File: config.mk
export PLATFORM = sky130hd
export DESIGN_NAME = instr_fetch_unit_flat
export DESIGN_NICKNAME = d
export VERILOG_FILES = /design/src/rtl/riscv_fetch_pkg.sv /design/src/rtl/instr_fetch_unit_if.sv /design/src/rtl/instr_fetch_unit_fifo.sv /design/src/rtl/instr_fetch_unit.sv /design/src/flat_wrapper.sv
export SDC_FILE = /design/constraint.sdc
export NUM_CORES = 1
export LEC_CHECK = 0
export ABC_AREA = 1
export BUFFER_PORTS_ARGS = -buffer_cell sky130_fd_sc_hd__buf_4
export CORE_ASPECT_RATIO = 1.5
export CORE_MARGIN = 1
export CORE_UTILIZATION = 53
export DETAILED_ROUTE_END_ITERATION = 16
export PLACE_DENSITY_LB_ADDON = 0.3
export SYNTH_ARGS = -nofsm -noshare
export SYNTH_HDL_FRONTEND = slang
export SYNTH_SLANG_ARGS = --single-unit
File: constraint.sdc
create_clock -name clk -period 4.7 [get_ports clk]
set_input_delay 0.47 -clock clk [delete_from_list [all_inputs] [get_ports clk]]
set_output_delay 0.47 -clock clk [all_outputs]
set_load 0.01 [all_outputs]
File: src/rtl/riscv_fetch_pkg.sv
// Shared fetch-path types and constants: architectural widths, reset PC default,
// and the queue entry that pairs an instruction word with its address.
package riscv_fetch_pkg;

  localparam int XLEN = 32;
  localparam int ILEN = 32;

  localparam logic [XLEN-1:0] RESET_PC_DEFAULT = 32'h0000_0000;
  localparam logic [ILEN-1:0] NOP_INSTR        = 32'h0000_0013;
  localparam logic [XLEN-1:0] PC_STEP          = 32'd4;

  typedef struct packed {
    logic [XLEN-1:0] pc;
    logic [ILEN-1:0] instr;
  } fetch_entry_t;

  function automatic logic [XLEN-1:0] align_pc(input logic [XLEN-1:0] pc);
    return {pc[XLEN-1:2], 2'b00};
  endfunction

endpackage

File: src/rtl/instr_fetch_unit_if.sv
// Fetch unit bundle: redirect input, imem request/response channel, instruction output.
// master = fetch unit view, slave = datapath/memory environment view.
interface instr_fetch_unit_if;

  logic                                  redirect_valid;
  logic [riscv_fetch_pkg::XLEN-1:0]      redirect_pc;

  logic                                  imem_req_valid;
  logic                                  imem_req_ready;
  logic [riscv_fetch_pkg::XLEN-1:0]      imem_req_addr;
  logic                                  imem_rsp_valid;
  logic [riscv_fetch_pkg::ILEN-1:0]      imem_rsp_data;

  logic                                  instr_valid;
  logic                                  instr_ready;
  logic [riscv_fetch_pkg::ILEN-1:0]      instr_data;
  logic [riscv_fetch_pkg::XLEN-1:0]      instr_pc;

  modport master (
    input  redirect_valid, redirect_pc,
    output imem_req_valid, imem_req_addr,
    input  imem_req_ready, imem_rsp_valid, imem_rsp_data,
    output instr_valid, instr_data, instr_pc,
    input  instr_ready
  );

  modport slave (
    output redirect_valid, redirect_pc,
    input  imem_req_valid, imem_req_addr,
    output imem_req_ready, imem_rsp_valid, imem_rsp_data,
    input  instr_valid, instr_data, instr_pc,
    output instr_ready
  );

endinterface

File: src/rtl/instr_fetch_unit_fifo.sv
// DEPTH-entry FIFO of fetch entries with flush; head visible the cycle after push,
// push and pop may coincide at any occupancy, push into a full FIFO without pop is dropped.
module fetch_fifo
  import riscv_fetch_pkg::*;
#(
  parameter int DEPTH = 4
) (
  input  logic                     clk,
  input  logic                     reset,
  input  logic                     flush_i,
  input  logic                     push_i,
  input  fetch_entry_t             push_dat_i,
  input  logic                     pop_i,
  output fetch_entry_t             head_dat_o,
  output logic                     empty_o,
  output logic                     full_o,
  output logic [$clog2(DEPTH):0]   count_o
);

  localparam int AW = $clog2(DEPTH);
  localparam logic [AW:0] PTR_ONE = {{AW{1'b0}}, 1'b1};

  logic [AW:0]  wr_ptr_q, wr_ptr_d;
  logic [AW:0]  rd_ptr_q, rd_ptr_d;
  fetch_entry_t mem_q [DEPTH];
  logic         do_push;
  logic         do_pop;

  // Extra pointer MSB distinguishes full (MSBs differ) from empty (pointers equal).
  assign empty_o = (wr_ptr_q == rd_ptr_q);
  assign full_o  = (wr_ptr_q[AW] != rd_ptr_q[AW]) && (wr_ptr_q[AW-1:0] == rd_ptr_q[AW-1:0]);
  assign count_o = wr_ptr_q - rd_ptr_q;

  assign do_pop  = pop_i && !empty_o;
  assign do_push = push_i && (!full_o || do_pop);

  assign head_dat_o = mem_q[rd_ptr_q[AW-1:0]];

  always_comb begin
    wr_ptr_d = wr_ptr_q;
    rd_ptr_d = rd_ptr_q;
    if (flush_i) begin
      wr_ptr_d = '0;
      rd_ptr_d = '0;
    end else begin
      if (do_push) wr_ptr_d = wr_ptr_q + PTR_ONE;
      if (do_pop)  rd_ptr_d = rd_ptr_q + PTR_ONE;
    end
  end

  always_ff @(posedge clk or posedge reset) begin
    if (reset) begin
      wr_ptr_q <= '0;
      rd_ptr_q <= '0;
    end else begin
      wr_ptr_q <= wr_ptr_d;
      rd_ptr_q <= rd_ptr_d;
    end
  end

  always_ff @(posedge clk) begin
    if (do_push && !flush_i) mem_q[wr_ptr_q[AW-1:0]] <= push_dat_i;
  end

endmodule

File: src/rtl/instr_fetch_unit.sv
// Sequential instruction fetch with credit-limited imem requests and a redirect flush;
// response-to-output latency one cycle, requests stall while queued + in-flight words reach DEPTH.
module instr_fetch_unit
  import riscv_fetch_pkg::*;
#(
  parameter int              DEPTH    = 4,
  parameter logic [XLEN-1:0] RESET_PC = RESET_PC_DEFAULT
) (
  input  logic               clk,
  input  logic               reset,
  instr_fetch_unit_if.master fif
);

  localparam int CW = $clog2(DEPTH) + 1;
  localparam logic [CW:0] DEPTH_W = (CW+1)'(DEPTH);

  logic            run_q;
  logic [XLEN-1:0] fetch_pc_q, fetch_pc_d;
  logic [XLEN-1:0] rsp_pc_q, rsp_pc_d;
  logic [CW-1:0]   outst_q, outst_d;
  logic [CW-1:0]   discard_q, discard_d;
  logic [CW-1:0]   q_count;
  logic [CW:0]     in_flight;
  logic [XLEN-1:0] redir_pc;
  logic            redir;
  logic            req_fire, rsp_fire, rsp_drop;
  logic            push, pop;
  logic            q_empty, q_full;
  fetch_entry_t    push_dat, head_dat;

  assign redir    = fif.redirect_valid;
  assign redir_pc = align_pc(fif.redirect_pc);

  // run_q holds requests off for the first cycle after reset so the address is registered first.
  assign in_flight          = {1'b0, q_count} + {1'b0, outst_q};
  assign fif.imem_req_valid = run_q && (in_flight < DEPTH_W);
  assign fif.imem_req_addr  = fetch_pc_q;

  assign req_fire = fif.imem_req_valid && fif.imem_req_ready;
  assign rsp_fire = fif.imem_rsp_valid;
  assign rsp_drop = rsp_fire && (discard_q != '0);
  assign push     = rsp_fire && !rsp_drop && !redir;
  assign pop      = !q_empty && fif.instr_ready && !redir;
  assign push_dat = '{pc: rsp_pc_q, instr: fif.imem_rsp_data};

  always_comb begin
    outst_d    = outst_q + CW'(req_fire) - CW'(rsp_fire);
    discard_d  = discard_q - CW'(rsp_drop);
    fetch_pc_d = fetch_pc_q;
    rsp_pc_d   = rsp_pc_q;
    if (req_fire) fetch_pc_d = fetch_pc_q + PC_STEP;
    if (push)     rsp_pc_d   = rsp_pc_q + PC_STEP;
    // Everything still in flight after this cycle belongs to the old path.
    if (redir) begin
      discard_d  = outst_d;
      fetch_pc_d = redir_pc;
      rsp_pc_d   = redir_pc;
    end
  end

  always_ff @(posedge clk or posedge reset) begin
    if (reset) begin
      run_q      <= 1'b0;
      fetch_pc_q <= RESET_PC;
      rsp_pc_q   <= RESET_PC;
      outst_q    <= '0;
      discard_q  <= '0;
    end else begin
      run_q      <= 1'b1;
      fetch_pc_q <= fetch_pc_d;
      rsp_pc_q   <= rsp_pc_d;
      outst_q    <= outst_d;
      discard_q  <= discard_d;
    end
  end

  fetch_fifo #(.DEPTH(DEPTH)) u_fifo (
    .clk        (clk),
    .reset      (reset),
    .flush_i    (redir),
    .push_i     (push),
    .push_dat_i (push_dat),
    .pop_i      (pop),
    .head_dat_o (head_dat),
    .empty_o    (q_empty),
    .full_o     (q_full),
    .count_o    (q_count)
  );

  assign fif.instr_valid = !q_empty;
  assign fif.instr_data  = q_empty ? '0 : head_dat.instr;
  assign fif.instr_pc    = q_empty ? '0 : head_dat.pc;

  a_no_overflow: assert property (@(posedge clk) disable iff (reset) (push && q_full) |-> pop);
  a_rsp_has_req: assert property (@(posedge clk) disable iff (reset) rsp_fire |-> (outst_q != '0));
  a_discard_le:  assert property (@(posedge clk) disable iff (reset) discard_q <= outst_q);

endmodule
File: src/flat_wrapper.sv
// flat-port wrapper written by rule: the top's interface ports become plain ports
module instr_fetch_unit_flat import riscv_fetch_pkg::*;
#(
  parameter int              DEPTH    = 4,
  parameter logic [XLEN-1:0] RESET_PC = RESET_PC_DEFAULT
)
  (clk, reset, fif_redirect_valid, fif_redirect_pc, fif_imem_req_valid, fif_imem_req_addr, fif_imem_req_ready, fif_imem_rsp_valid, fif_imem_rsp_data, fif_instr_valid, fif_instr_data, fif_instr_pc, fif_instr_ready);
  instr_fetch_unit_if fif_i ();
  input  logic clk;
  input  logic reset;
  input wire logic [$bits(fif_i.redirect_valid)-1:0] fif_redirect_valid;
  input wire logic [$bits(fif_i.redirect_pc)-1:0] fif_redirect_pc;
  output wire logic [$bits(fif_i.imem_req_valid)-1:0] fif_imem_req_valid;
  output wire logic [$bits(fif_i.imem_req_addr)-1:0] fif_imem_req_addr;
  input wire logic [$bits(fif_i.imem_req_ready)-1:0] fif_imem_req_ready;
  input wire logic [$bits(fif_i.imem_rsp_valid)-1:0] fif_imem_rsp_valid;
  input wire logic [$bits(fif_i.imem_rsp_data)-1:0] fif_imem_rsp_data;
  output wire logic [$bits(fif_i.instr_valid)-1:0] fif_instr_valid;
  output wire logic [$bits(fif_i.instr_data)-1:0] fif_instr_data;
  output wire logic [$bits(fif_i.instr_pc)-1:0] fif_instr_pc;
  input wire logic [$bits(fif_i.instr_ready)-1:0] fif_instr_ready;
  assign fif_i.redirect_valid = fif_redirect_valid;
  assign fif_i.redirect_pc = fif_redirect_pc;
  assign fif_imem_req_valid = fif_i.imem_req_valid;
  assign fif_imem_req_addr = fif_i.imem_req_addr;
  assign fif_i.imem_req_ready = fif_imem_req_ready;
  assign fif_i.imem_rsp_valid = fif_imem_rsp_valid;
  assign fif_i.imem_rsp_data = fif_imem_rsp_data;
  assign fif_instr_valid = fif_i.instr_valid;
  assign fif_instr_data = fif_i.instr_data;
  assign fif_instr_pc = fif_i.instr_pc;
  assign fif_i.instr_ready = fif_instr_ready;
  instr_fetch_unit #(.DEPTH(DEPTH), .RESET_PC(RESET_PC)) u_core (.clk(clk), .reset(reset), .fif(fif_i));
endmodule
# ---- Word-level counts from Yosys, hierarchy flattened
# Memory sizes are Yosys's and may differ from the RTL's.
# Cells that the tools add are included.
dict set report word_totals {
  ff_bits 77
  latch_bits 0
  mem_bits_rw 256
  mem_bits_ro 0
  input_bits 70
  output_inout_bits 98
  wordCells 55
  n_memories 1
}
dict set report op_classes {
  add_sub_neg 9
  n_mul 0
  n_div 0
  magnitude_cmp 1
  eq_ne 3
  n_shift 0
  n_mux 13
  bitwise 0
  n_reduce_logical 21
}
# memory depth width read_ports rd_ports_with_merged_regs write_ports line_no
set memory_table {}
lappend memory_table {u_core.u_fifo.mem_q 4 64 1 0 1 instr_fetch_unit_fifo.sv:25} ;# fetch_entry_t mem_q [DEPTH];
# operator n
set ops {}
lappend ops {{$mux W32} 6}
lappend ops {{$add A32 B3 Y32 const B} 2}
lappend ops {{$mux W3} 5}
lappend ops {{$logic_and A1 B1 Y1} 11}
lappend ops {{$reduce_bool A2 Y1} 4}
lappend ops {{$add A3 B1 Y3 const B} 2}
lappend ops {{$sub A3 B1 Y3} 2}
lappend ops {{$add A3 B3 Y4} 1}
lappend ops {{$logic_not A1 Y1} 4}
lappend ops {{$lt A4 B3 Y1 const B} 1}
lappend ops {{$add A3 B1 Y3} 1}
lappend ops {{$eq A3 B3 Y1} 1}
lappend ops {{$reduce_bool A3 Y1} 1}
lappend ops {{$sub A3 B3 Y3} 1}
lappend ops {{$eq A2 B2 Y1} 1}
lappend ops {{$mux W1} 2}
lappend ops {{$logic_or A1 B1 Y1} 1}
lappend ops {{$ne A1 B1 Y1} 1}

# ---- Longest topological paths before layout
dict set report depth {
  depth_word 10
  depth_mapped 18
  mapped_depth_nobuf 17
}

# ---- Hierarchy
# A second synthesis with hierarchy kept.
dict set report hier_totals {
  hier_cells 1593
  area_unflattened_um2 15414.8
}
# mod instances cells_each area_each_um2 seq_area_each_um2
set modules_own_cells {}
lappend modules_own_cells {fetch_fifo 1 686 9990.8 7837.5}
lappend modules_own_cells {instr_fetch_unit 1 907 5424.0 1676.6}

# ---- Worst setup path before layout
# No wires, ideal clock.
dict set report synth_path {
  path_type {reg-to-reg}
  start {reg u_core.u_fifo.rd_ptr_q[1]}
  end {mem u_core.u_fifo.mem_q[3][0] (netlist name) (enable)}
  setup_time_ns 0.484
  t_arrival_ns 4.234
  required_time_ns 4.216
  slack_ns -0.018
  path_stages_with_launch 10
  path_buffers 2
  period_less_slack_ns 4.718
  path_cell_list {dfrtp_1 > buf_2 > inv_2 > clkbuf_1 > ha_1 > nand2_1 > nor2_1 > nand2_1 > nand2_2 > nor2_1}
}
dict set report synth_between {
  elab_chain_len 10
  word_cells_on_any_way 13
  classes_between {eq/ne (2); mux (2); reduce/logical (9)}
}
# item line_no
set synth_lines {}
lappend synth_lines {{start: declaration} instr_fetch_unit_fifo.sv:24} ;# logic [AW:0] rd_ptr_q, rd_ptr_d;
lappend synth_lines {{start signal: assignment} instr_fetch_unit_fifo.sv:57} ;# rd_ptr_q <= rd_ptr_d;
lappend synth_lines {{$eq A3 B3 Y1} instr_fetch_unit_fifo.sv:30} ;# assign empty_o = (wr_ptr_q == rd_ptr_q);
lappend synth_lines {{$logic_not A1 Y1} {instr_fetch_unit_fifo.sv:34, instr_fetch_unit.sv:43}}
lappend synth_lines {{$logic_and A1 B1 Y1 (2 in series)} instr_fetch_unit.sv:43} ;# assign pop = !q_empty && fif.instr_ready && !redir;
lappend synth_lines {{$logic_and A1 B1 Y1} instr_fetch_unit_fifo.sv:34} ;# assign do_pop = pop_i && !empty_o;
lappend synth_lines {{$logic_or A1 B1 Y1 *} instr_fetch_unit_fifo.sv:35} ;# assign do_push = push_i && (!full_o || do_pop);
lappend synth_lines {{$logic_and A1 B1 Y1 *} instr_fetch_unit_fifo.sv:35}
lappend synth_lines {{$logic_and A1 B1 Y1 *} instr_fetch_unit_fifo.sv:62} ;# if (do_push && !flush_i) mem_q[wr_ptr_q[AW-1:0]] <= push_dat_i;
lappend synth_lines {{$mux W1 *} instr_fetch_unit_fifo.sv:62}
lappend synth_lines {{$mux W1 (not written as such) *} instr_fetch_unit_fifo.sv:62}
lappend synth_lines {{end: declaration} instr_fetch_unit_fifo.sv:25}
# Mark *: on every way between the ends. The rest lies on a longest branch, timed or not.

# ---- Worst setup path after layout
dict set report layout_path {
  start {reg u_core.u_fifo.rd_ptr_q[1]}
  end {out fif_instr_pc[14]}
}
dict set report layout_between {
  elab_chain_len 2
  word_cells_on_any_way 3
  classes_between {eq/ne (1); mux (1); memory (1)}
}
# item line_no
set layout_lines {}
lappend layout_lines {{$mem_v2 Z4 W64 or $eq A3 B3 Y1 (tied branches)} n/a}
lappend layout_lines {{$mux W32 *} instr_fetch_unit.sv:92} ;# assign fif.instr_pc = q_empty ? '0 : head_dat.pc;
lappend layout_lines {{end: declaration} flat_wrapper.sv:20} ;# output wire logic [$bits(fif_i.instr_pc)-1:0] fif_instr_pc;
# Marks and branches as above.

==> results.txt <==
----------------------------------------------------
[Status]
  Result of the run ... finished clean

[Timing]
  Setup repair after global routing missed its margin ... false
  Pin slew with the least headroom to its limit ... between 1 and 1.5 ns
  Count of final max-slew check failures ... 0
  Highest Clock Rate ... around 270 MHz
  Post-route worst hold slack ... 0.1088 ns
  Setup TNS Final ... 0 ns
  Max-slew headroom at the worst pin ... 0.2747
  Final setup skew ... between 0.008 and 0.009 ns
  Count of endpoints failing hold in the final timing report ... 0
  Ratio of final minimum period to clock period ... 0.7901
  Count of endpoints failing setup in the final report ... 0
  Final critical-path required period ... 3.713 ns

[Logic synthesis]
  Largest cells by area after synthesis ... sky130_fd_sc_hd__edfxtp_1 (51%), sky130_fd_sc_hd__dfrtp_1 (12%), sky130_fd_sc_hd__nor2_1 (8.8%)
  Post-Synthesis Mean Instance Area ... a little under 10 µm²
  Main flop type after synthesis ... sky130_fd_sc_hd__edfxtp_1
  Portion of synthesized cell area occupied by the leading cell type ... 0.5084
  Synth async-reset ratio ... 0.2274
  Register area share after synthesis ... 0.6331
  Post-Synthesis Cell Area ... 14650 µm²
  Synth cell types ... 35
  Number of synthesized flops with an enable pin ... about 250
  Synthesized instance count ... between 1k and 1.5k
  Post-synthesis cell type with the largest combined area ... sky130_fd_sc_hd__edfxtp_1
  Top cell types by occurrence after synthesis ... sky130_fd_sc_hd__nor2_1 (343), sky130_fd_sc_hd__edfxtp_1 (248), sky130_fd_sc_hd__nand2_1 (246)
  Synthesis Warnings ... 0
  Number of synthesized register bits ... about 320
  Most frequent cell after synthesis ... sky130_fd_sc_hd__nor2_1

[Worst hold path]
  Type of the worst min-delay path ... input port to flip-flop
  Min-Delay Startpoint ... fif_imem_rsp_data[23]
  Hold Crit Depth ... 1
  Endpoint of the worst hold-timing path ... u_core.u_fifo.mem_q[2][23]

[Clock network]
  CTS-repair resized insts ... 0
  Inserted Clock Buffers ... 29
  Worst skew pair latency ... between 0.5 and 0.6 ns
  Clock transition time at the flip-flop clock pins of the worst setup and hold paths ... approximately 0.070 ns
  Clock tree from TritonCTS ... yes
  Root Driver ... sky130_fd_sc_hd__clkbuf_16
  CTS sink count ... between 300 and 400
  Number of setup buffers added after CTS ... 0
  Number of buffers inserted by hold repair at cts ... 0
  Number of levels the H-tree was split into ... 1
  Largest buffer count on any clock path ... 3

[Placement]
  Quantity of I/O buffers inserted on ports ... approximately 160
  Detailed Place HPWL ... 21.86 mm
  Weighted congestion reported at the end of routability-driven placement ... 0.8652

[Worst setup path]
  FF-to-FF setup slack ... between 1 and 1.5 ns
  Reg-to-Reg End ... u_core.discard_q[2]
  Worst reg2reg path startpoint ... u_core.u_fifo.rd_ptr_q[0]
  CP startpoint kind ... flip-flop
  Number of cells on the worst reg-to-reg path ... 15
  Largest stage delay on the critical path ... between 0.6 and 0.7 ns
  Critical Path AT ... between 3 and 4 ns
  Required time reported for the critical path endpoint ... 4.23 ns
  Max FO, Critical Path ... 64
  Max stage delay cell, worst path ... sky130_fd_sc_hd__buf_4
  Top Family by Delay on Critical Path ... buffers and inverters
  Worst Setup End Kind ... primary output
  Ordered list of cells on the worst path ... inv_2 > buf_4 > ha_1 > nand2_1 > nor2_4 > buf_4 > a21oi_1 > buf_4
  CP bufs+invs ... 4
  Critical Path Most Common Cell ... sky130_fd_sc_hd__buf_4
  Critical path type ... flip-flop to primary output

[Floorplanning]
  Floorplan die area ... roughly 28000 µm²
  Die height ... roughly 210 µm
  Std-Cell Rows ... 74
  Initial core utilization ... 0.5382
  Horizontal die dimension ... ~140 µm
  IO Count ... between 150 and 200
  CORE AREA ... about 27000 µm²

[Layout]
  Net count, final ... 1726
  Area delta synth->final ... 16.40%
  Fraction of final layout cells with drive strength greater than 1 ... 0.1577
  N_diodes ... 0

[Power and ir drop]
  Net switching power ... 3.385 mW
  IR Drop Worst-Case VDD ... 0.0003652 V
  Static Leakage ... just under 7 nW
  Clk network pwr share ... 0.245
  Sequential group share of total power ... 0.394
  Power density of the placed cells ... 543.0 nW/µm²
  Switching Share ... 0.3656
  Internal power ... approximately 5.9 mW
  Combinational cell fraction of total power ... 0.362

[Route]
  Number of vias per cell ... about 5.5
  Violation count after the first detailed-route iteration ... 834
  Iteration count of the initial detailed-routing pass ... 5
  Detailed Route WL ... 35.31 mm
  Remaining DRCs ... 0
  Count of antenna-violating nets left after detailed routing ... 0
  Avg WL per Cell ... between 15 and 20 µm
  Total vias in the final route ... roughly 11k

[Global route]
  Global-route wire length before repair ... ~55 mm
  Number of global-route vias before repair ... between 10k and 15k
  Total overflow reported by the global router ... 0
  Overall track demand over capacity in global routing ... 0.2555
  Number of antenna violations at the first check in global routing ... 0
  Largest net degree at the start of global routing ... 97

[Run]
  Maxcap violations ... 0

----------------------------------------------------
-- sequential cells by signal (all words and copies together) (netlist names) --
register and flops:
u_core.u_fifo.mem_q 248, u_core.discard_q 3, u_core.outst_q 3, u_core.u_fifo.rd_ptr_q 3, u_core.rsp_pc_q 30, u_core.run_q 1
u_core.u_fifo.wr_ptr_q 3, u_core.fif.imem_req_addr 30
-- area by class of cell --
type	instances	area [µm²]
sequential	321	9279
timing repair buffer	172	1329
clock inverter	21	161.4
fill	2222	10170
multi-input combinational	1013	4735
clock buffer	32	737.0
inverter	102	382.9
tap	342	427.9
-- cell families after synthesis --
logic type      count (synthesis)  synth area share
compound gates                262           0.09216
fa+ha+maj                      17           0.01555
other cells                     2         0.0005127
flops                         321            0.6331
buf+inv                       167           0.04655
simple gates                  710            0.2008
xor+xnor                       19           0.01136
-- layout by cell type, fill, tap and decap left out, types with 9 or more instances in the layout --
cell / count
sky130_fd_sc_hd__nor2_4: 12
sky130_fd_sc_hd__o211ai_1: 9
sky130_fd_sc_hd__inv_1: 95
sky130_fd_sc_hd__nand2_1: 246
sky130_fd_sc_hd__clkbuf_16: 29
sky130_fd_sc_hd__edfxtp_1: 248
sky130_fd_sc_hd__xor2_1: 12
sky130_fd_sc_hd__dfrtp_1: 71
sky130_fd_sc_hd__a21oi_1: 89
sky130_fd_sc_hd__nor2_2: 10
sky130_fd_sc_hd__o21ai_0: 145
sky130_fd_sc_hd__nor2_1: 339
sky130_fd_sc_hd__o21ai_1: 12
sky130_fd_sc_hd__nand3_1: 71
sky130_fd_sc_hd__buf_4: 169
sky130_fd_sc_hd__ha_1: 15
-- per-stage QoR --
step / total power [mW] / setup WS, ns / area, µm² / cells / utilization
after floorplan: 5.597 / 0.005149 / 14660 / 1501 / -
after global placement: 6.972 / 1.332 / 16150 / 1950 / 0.5934
after detailed placement: 7.060 / 1.272 / 16150 / 1950 / 0.5934
after CTS: 9.324 / 0.9202 / 17050 / 2003 / 0.6264
after global routing: 9.842 / 0.8272 / 17050 / 2003 / 0.6264
final: 9.259 / 0.9866 / 17050 / 2003 / 0.6264
-- worst max path at each step --
stage,slack [ns],endpoint,depth (start not counted),start
4_1_cts,0.92,fif_instr_pc[14],8,u_core.u_fifo.rd_ptr_q[1]
3_3_place_gp,1.33,u_core.u_fifo.mem_q[2][5],9,u_core.u_fifo.rd_ptr_q[1]
2_1_floorplan,0.005,u_core.u_fifo.mem_q[0][0],9,u_core.u_fifo.rd_ptr_q[1]
6_report,0.99,fif_instr_pc[14],8,u_core.u_fifo.rd_ptr_q[1]
5_1_grt,0.83,fif_instr_pc[14],8,u_core.u_fifo.rd_ptr_q[1]
3_5_place_dp,1.27,u_core.discard_q[2],16,u_core.u_fifo.rd_ptr_q[0]
-- routing by layer --
| layer | global-route usage | share of wire | vias up |
|---|---|---|---|
| li1 | - | - | 5302 |
| met1 | 0.3058 | 0.39 | 5259 |
| met2 | 0.4591 | 0.52 | 358 |
| met3 | 0.02882 | 0.054 | 68 |
| met4 | 0.1091 | 0.035 | 0 |
| met5 | 0 | 0 | - |
-- power by group through the flow --
stage	clock [mW]	combinational (mW)	sequential (mW)
after global routing	2.42	3.74	3.68
final	2.27	3.35	3.65
after floorplan	0	1.99	3.61
after CTS	2.30	3.38	3.64
after detailed placement	0	3.37	3.69
after global placement	0	3.29	3.68
Power figures use the tool's default switching activity.
